File: src/rtl/matrix_operand_loader.sv
// Element-stream front end for the 2x2 matrix multiplier: packs A/B operands, waits a settle window, captures sum_out.
// Optional MATLOAD_REUSE_B_EN adds keep_b to reuse the previously loaded B operand.
module matrix_operand_loader #(
    parameter int ELEM_W = 4,
    parameter int SETTLE = 2
) (
    input  logic                  clk,
    input  logic                  rst_n,
    input  logic                  in_valid,
    output logic                  in_ready,
    input  logic [ELEM_W-1:0]     in_data,
    output logic [4*ELEM_W-1:0]   arr,
    output logic [4*ELEM_W-1:0]   brr,
    input  logic [8*ELEM_W-1:0]   mult_sum,
    output logic                  out_valid,
    input  logic                  out_ready,
    output logic [8*ELEM_W-1:0]   out_data,
`ifdef MATLOAD_REUSE_B_EN
    input  logic                  keep_b,
`endif
    output logic                  busy
);

    localparam logic [2:0] ST_IDLE   = 3'd0;
    localparam logic [2:0] ST_LOAD_A = 3'd1;
    localparam logic [2:0] ST_LOAD_B = 3'd2;
    localparam logic [2:0] ST_ISSUE  = 3'd3;
    localparam logic [2:0] ST_HOLD   = 3'd4;

    localparam logic [3:0] SETTLE_LAST = 4'(SETTLE - 1);

    logic [2:0]              state_reg, state_next;
    logic [1:0]              idx_reg, idx_next;
    logic [3:0]              cnt_reg, cnt_next;
    logic                    in_ready_reg, in_ready_next;
    logic                    out_valid_reg, out_valid_next;
    logic [8*ELEM_W-1:0]     out_data_reg, out_data_next;
    logic [4*ELEM_W-1:0]     arr_reg, arr_next;
    logic [4*ELEM_W-1:0]     brr_reg, brr_next;

    // A keeps all four slots because arr is built only when B completes.
    logic [ELEM_W-1:0]       a_shadow_reg [4];
    logic [ELEM_W-1:0]       b_shadow_reg [3];
    logic [4*ELEM_W-1:0]     a_pack_full;
    logic [4*ELEM_W-1:0]     b_pack_in;

    logic accept;
    assign accept = in_valid && in_ready_reg;

    genvar gi;
    generate
        for (gi = 0; gi < 4; gi++) begin : g_a_pack
            assign a_pack_full[(3-gi)*ELEM_W +: ELEM_W] = a_shadow_reg[gi];
        end
        for (gi = 0; gi < 3; gi++) begin : g_b_pack
            assign b_pack_in[(3-gi)*ELEM_W +: ELEM_W] = b_shadow_reg[gi];
        end
    endgenerate
    assign b_pack_in[ELEM_W-1:0] = in_data;

`ifdef MATLOAD_REUSE_B_EN
    logic                    keep_b_reg, keep_b_next;
    logic [4*ELEM_W-1:0]     a_pack_in;
    assign a_pack_in = {a_pack_full[4*ELEM_W-1:ELEM_W], in_data};
`endif

    always_comb begin
        state_next     = state_reg;
        idx_next       = idx_reg;
        cnt_next       = cnt_reg;
        in_ready_next  = in_ready_reg;
        out_valid_next = out_valid_reg;
        out_data_next  = out_data_reg;
        arr_next       = arr_reg;
        brr_next       = brr_reg;
`ifdef MATLOAD_REUSE_B_EN
        keep_b_next    = keep_b_reg;
`endif
        case (state_reg)
            ST_IDLE: begin
                state_next    = ST_LOAD_A;
                in_ready_next = 1'b1;
            end
            ST_LOAD_A: begin
                if (accept) begin
                    idx_next = idx_reg + 2'd1;
`ifdef MATLOAD_REUSE_B_EN
                    if (idx_reg == 2'd0)
                        keep_b_next = keep_b;
                    if (idx_reg == 2'd3) begin
                        if (keep_b_reg) begin
                            arr_next      = a_pack_in;
                            in_ready_next = 1'b0;
                            cnt_next      = 4'd0;
                            state_next    = ST_ISSUE;
                        end else begin
                            state_next = ST_LOAD_B;
                        end
                    end
`else
                    if (idx_reg == 2'd3)
                        state_next = ST_LOAD_B;
`endif
                end
            end
            ST_LOAD_B: begin
                if (accept) begin
                    idx_next = idx_reg + 2'd1;
                    if (idx_reg == 2'd3) begin
                        // Both operands switch on the same edge so the multiplier never sees a mix.
                        arr_next      = a_pack_full;
                        brr_next      = b_pack_in;
                        in_ready_next = 1'b0;
                        cnt_next      = 4'd0;
                        state_next    = ST_ISSUE;
                    end
                end
            end
            ST_ISSUE: begin
                cnt_next = cnt_reg + 4'd1;
                if (cnt_reg == SETTLE_LAST) begin
                    out_data_next  = mult_sum;
                    out_valid_next = 1'b1;
                    state_next     = ST_HOLD;
                end
            end
            ST_HOLD: begin
                if (out_valid_reg && out_ready) begin
                    out_valid_next = 1'b0;
                    in_ready_next  = 1'b1;
                    state_next     = ST_LOAD_A;
                end
            end
            default: begin
                state_next = ST_IDLE;
            end
        endcase
    end

    always_ff @(posedge clk or negedge rst_n) begin
        if (!rst_n) begin
            state_reg     <= ST_IDLE;
            idx_reg       <= 2'd0;
            cnt_reg       <= 4'd0;
            in_ready_reg  <= 1'b0;
            out_valid_reg <= 1'b0;
            out_data_reg  <= '0;
            arr_reg       <= '0;
            brr_reg       <= '0;
`ifdef MATLOAD_REUSE_B_EN
            keep_b_reg    <= 1'b0;
`endif
        end else begin
            state_reg     <= state_next;
            idx_reg       <= idx_next;
            cnt_reg       <= cnt_next;
            in_ready_reg  <= in_ready_next;
            out_valid_reg <= out_valid_next;
            out_data_reg  <= out_data_next;
            arr_reg       <= arr_next;
            brr_reg       <= brr_next;
`ifdef MATLOAD_REUSE_B_EN
            keep_b_reg    <= keep_b_next;
`endif
        end
    end

    always_ff @(posedge clk or negedge rst_n) begin
        if (!rst_n) begin
            for (int i = 0; i < 4; i++) a_shadow_reg[i] <= '0;
            for (int i = 0; i < 3; i++) b_shadow_reg[i] <= '0;
        end else if (accept) begin
            if (state_reg == ST_LOAD_A)
                a_shadow_reg[idx_reg] <= in_data;
            if (state_reg == ST_LOAD_B) begin
                for (int i = 0; i < 3; i++)
                    if (idx_reg == 2'(i))
                        b_shadow_reg[i] <= in_data;
            end
        end
    end

    assign in_ready  = in_ready_reg;
    assign out_valid = out_valid_reg;
    assign out_data  = out_data_reg;
    assign arr       = arr_reg;
    assign brr       = brr_reg;
    assign busy      = !((state_reg == ST_IDLE) ||
                         ((state_reg == ST_LOAD_A) && (idx_reg == 2'd0)));

endmodule
File: config.mk
export PLATFORM = sky130hd
export DESIGN_NAME = matrix_operand_loader
export DESIGN_NICKNAME = d
export VERILOG_FILES = /design/src/rtl/matrix_operand_loader.sv
export SDC_FILE = /design/constraint.sdc
export NUM_CORES = 1
export LEC_CHECK = 0
export ABC_CLOCK_PERIOD_IN_PS = 1850
export CAP_MARGIN = 10
export CORE_ASPECT_RATIO = 2
export CORE_MARGIN = 2
export CORE_UTILIZATION = 49
export DETAILED_ROUTE_END_ITERATION = 7
export GPL_ROUTABILITY_DRIVEN = 0
export PLACE_DENSITY = 0.92
export SYNTH_ARGS = -nofsm -noshare
export SYNTH_HDL_FRONTEND = slang
export SYNTH_SLANG_ARGS = --single-unit
File: constraint.sdc
create_clock -name clk -period 1.85 [get_ports clk]
set_input_delay 0.37 -clock clk [delete_from_list [all_inputs] [get_ports clk]]
set_output_delay 0.37 -clock clk [all_outputs]
set_load 0.03 [all_outputs]
==> insert_results.sql <==
INSERT INTO impl_metrics (metric_group, metric, value, unit) VALUES
('detailed_routing', 'antenna_left', '0', ''),
('grt', 'global_route.usage.total', '20.29', '%'),
('grt', 'first_global_vias', '2871', ''),
('timing', 'final.hold.worst_slack', '0.5034', 'ns'),
('critical_path', 'reg2reg_setup_slack', '0.10', 'ns'),
('die', 'die_span_in_x', '69.85', 'um'),
('power', 'vdd_ir_max', '1.145', 'mV'),
('timing', 'part_of_the_cycle_the_worst_path_needs', '97.10', '%'),
('critical_path', 'arrival', '1.43', 'ns'),
('detailed_routing', 'routed_wire_length_per_instance', '18.37', 'um'),
('synth', 'synthXorXnorAreaFrac', '0.4122', '%'),
('layout', 'stdcell_area', '5821', 'um^2'),
('clock_network', 'tritoncts_num_sinks', '103', ''),
('placed_design', 'placement.io_buffers', '106', ''),
('critical_path', 'crit_path_end_kind', 'output port', ''),
('detailed_routing', 'remaining_drc_errors', '0', ''),
('timing', 'layout_min_cycle_time', '1.796', 'ns'),
('synth', 'synth_warnings', '0', ''),
('layout', 'layout_common_cells', '102 x sky130_fd_sc_hd__dfrtp_1, 102 x sky130_fd_sc_hd__clkdlybuf4s50_1, 68 x sky130_fd_sc_hd__mux2_2, 25 x sky130_fd_sc_hd__mux2_4, 11 x sky130_fd_sc_hd__buf_4', ''),
('timing', 'setup_viol', '0', ''),
('clock_network', 'clock_tree.htree_level_count', '3', ''),
('synth', 'dominantRegCellSynth', 'sky130_fd_sc_hd__dfrtp_1', ''),
('outcome', 'run_status', 'finished clean', ''),
('synth', 'synthesized_area_fraction_occupied_by_ao_oa_aoi_and_oai_cells', '2.709', '%'),
('synth', 'synth_area_leaders', 'sky130_fd_sc_hd__dfrtp_1 61%, sky130_fd_sc_hd__mux2_2 18%, sky130_fd_sc_hd__mux2_4 8.8%', ''),
('clock_network', 'clkTransAtPathRegs', '0.07', 'ns'),
('placed_design', 'post-dp-hpwl', '6837', 'um'),
('synth', 'ys_seq_area_share', '60.66', '%'),
('die', 'die-area', '9477', 'um^2'),
('synth', 'synthDistinctLibCells', '37', ''),
('critical_path', 'cp_data_required_time', '1.48', 'ns'),
('grt', 'grt_max_degree', '41', ''),
('critical_path', 'startpoint_class_of_the_critical_path', 'flip-flop', ''),
('synth', 'synth_fp_nets', '316', ''),
('clock_network', 'cts-buffers-inserted', '9', ''),
('timing', 'final.setup_skew', '0.005591', 'ns'),
('die', 'floorplan.core_area', '8528', 'um^2'),
('synth', 'post_synth_inst_count', '270', ''),
('timing', 'rsz0062_at_grt', 'false', ''),
('synth', 'synth-async-reset-ratio', '100.0', '%'),
('min_path', 'holdCritPathClass', 'flip-flop to flip-flop', ''),
('detailed_routing', 'first_iter_violations', '95', ''),
('synth', 'synth-edff-count', '0', ''),
('critical_path', 'cp_top_family', 'buffers and inverters', ''),
('layout', 'drive_gt1_share', '33.16', '%'),
('placed_design', 'dpl-instance-area', '5468', 'um^2'),
('detailed_routing', 'total_number_of_vias', '2619', ''),
('die', 'design.portCount', '107', ''),
('synth', 'synthAdderAreaFrac', '1.767', '%'),
('critical_path', 'setup.worst_path.class', 'flip-flop to output port', ''),
('grt', 'grt_antenna_before_repair', '0', ''),
('critical_path', 'critPathSlowestCell', 'sky130_fd_sc_hd__clkdlybuf4s50_1', ''),
('synth', 'synth-simple-area-share', '4.388', '%'),
('synth', 'portion_of_netlist_area_occupied_by_mux_cells', '26.86', '%'),
('synth', 'yosys.area.top_type', 'sky130_fd_sc_hd__dfrtp_1', ''),
('layout', 'synthToLayoutAreaGrowth', '36.98', '%'),
('die', 'die_y', '135.7', 'um'),
('timing', 'report.final.slew_viol_count', '0', ''),
('critical_path', 'critical_path.cell_chain', 'clkdlybuf4s50_1', ''),
('critical_path', 'path_buf_inv', '1', ''),
('timing', 'max_slew.worst_pin.slew', '0.4431', 'ns'),
('detailed_routing', 'route.detailed.vias_per_inst', '5.323', ''),
('clock_network', 'cts-root-buf', 'sky130_fd_sc_hd__clkbuf_16', ''),
('synth', 'average_size_of_a_mapped_cell', '15.74', 'um^2'),
('clock_network', 'max-clock-path-buffers', '2', ''),
('timing', 'achievable-frequency', '0.5567', 'GHz'),
('clock_network', 'clock_tree_from_tritoncts', 'built', ''),
('layout', 'antenna_cells_inserted', '0', ''),
('timing', 'setup_total_negative_slack', '0', 'ns'),
('layout', 'multiInputGateArea', '1540', 'um^2'),
('synth', 'ys_ff_latch', '103', '');
## worst paths after layout
path	endpoint	from	cells past startpoint
setup reg to reg	out_data[13]	cnt_reg[1]	6
hold reg to reg	out_data[5]	out_data[5]	1
min in group asynchronous	out_data[0]	rst_n	2
hold / removal	out_data[5]	out_data[5]	1
setup / recovery	arr[3]	arr[3]	1
max in group asynchronous	state_reg[1]	rst_n	3
## cell families after synthesis
logic type                 count (synthesis)
xor gates and xnor gates                   2
buffers and inverters                     20
DFF                                      103
muxes                                     93
and+or+nand+nor                           30
AOI/OAI and AO/OA                         16
adders and majority gates                  6
## area by class of cell
cell class / instances / area share [%]
tap: 100 / 2.150
timing repair buffer: 121 / 21.07
clock buffer: 10 / 4.106
sequential: 103 / 44.30
clock inverter: 6 / 1.591
multi-input combinational: 147 / 26.46
inverter: 5 / 0.3224
## Yosys cell counts, types with 2 or more instances
library cell	instances
sky130_fd_sc_hd__clkbuf_1	5
sky130_fd_sc_hd__mux2_4	25
sky130_fd_sc_hd__nor2b_1	2
sky130_fd_sc_hd__mux2_2	68
sky130_fd_sc_hd__nor2_1	5
sky130_fd_sc_hd__and3_1	5
sky130_fd_sc_hd__buf_4	2
sky130_fd_sc_hd__inv_1	5
sky130_fd_sc_hd__o21ai_0	2
sky130_fd_sc_hd__nor3b_1	2
sky130_fd_sc_hd__dfrtp_1	103
sky130_fd_sc_hd__a21oi_1	2
sky130_fd_sc_hd__nand3_1	2
sky130_fd_sc_hd__nand2_1	5
sky130_fd_sc_hd__o22ai_1	2
sky130_fd_sc_hd__nand2b_1	3
sky130_fd_sc_hd__ha_1	6
sky130_fd_sc_hd__buf_6	7
## per-stage QoR
stage	worst slack, ns	cells
3_5_place_dp	-0.1582	475
6_report	0.05360	492
2_1_floorplan	0.1090	270
5_1_grt	0.001255	492
3_3_place_gp	-0.09468	475
4_1_cts	0.01185	492
## where the power goes
part | internal (mW) | switching [mW]
registers | 3.28 | 0.661
logic | 2.44 | 2.43
clock network | 1.23 | 0.822
## layer usage
| layer | part of all wire (%) | wire [um] | vias up | GRT usage [%] |
|---|---|---|---|---|
| li1 | - | - | 1184 | - |
| met5 | 0 | 0 | - | 0 |
| met3 | 2.7 | 242 | 19 | 3.199 |
| met1 | 37 | 3336 | 1358 | 22.76 |
| met4 | 3.3 | 294 | 0 | 10.47 |
| met2 | 57 | 5166 | 58 | 36.61 |
## timing repair
action / 4_1_cts / 5_1_grt
hold buffers: 1 / 0
cloned: 0 / 0
endpoints found under the hold margin: 29 / 0
setup endpoints to repair: 2 / 31
resized for setup: 2 / 4
setup buffers: 0 / 0
Power figures use the tool's default switching activity.
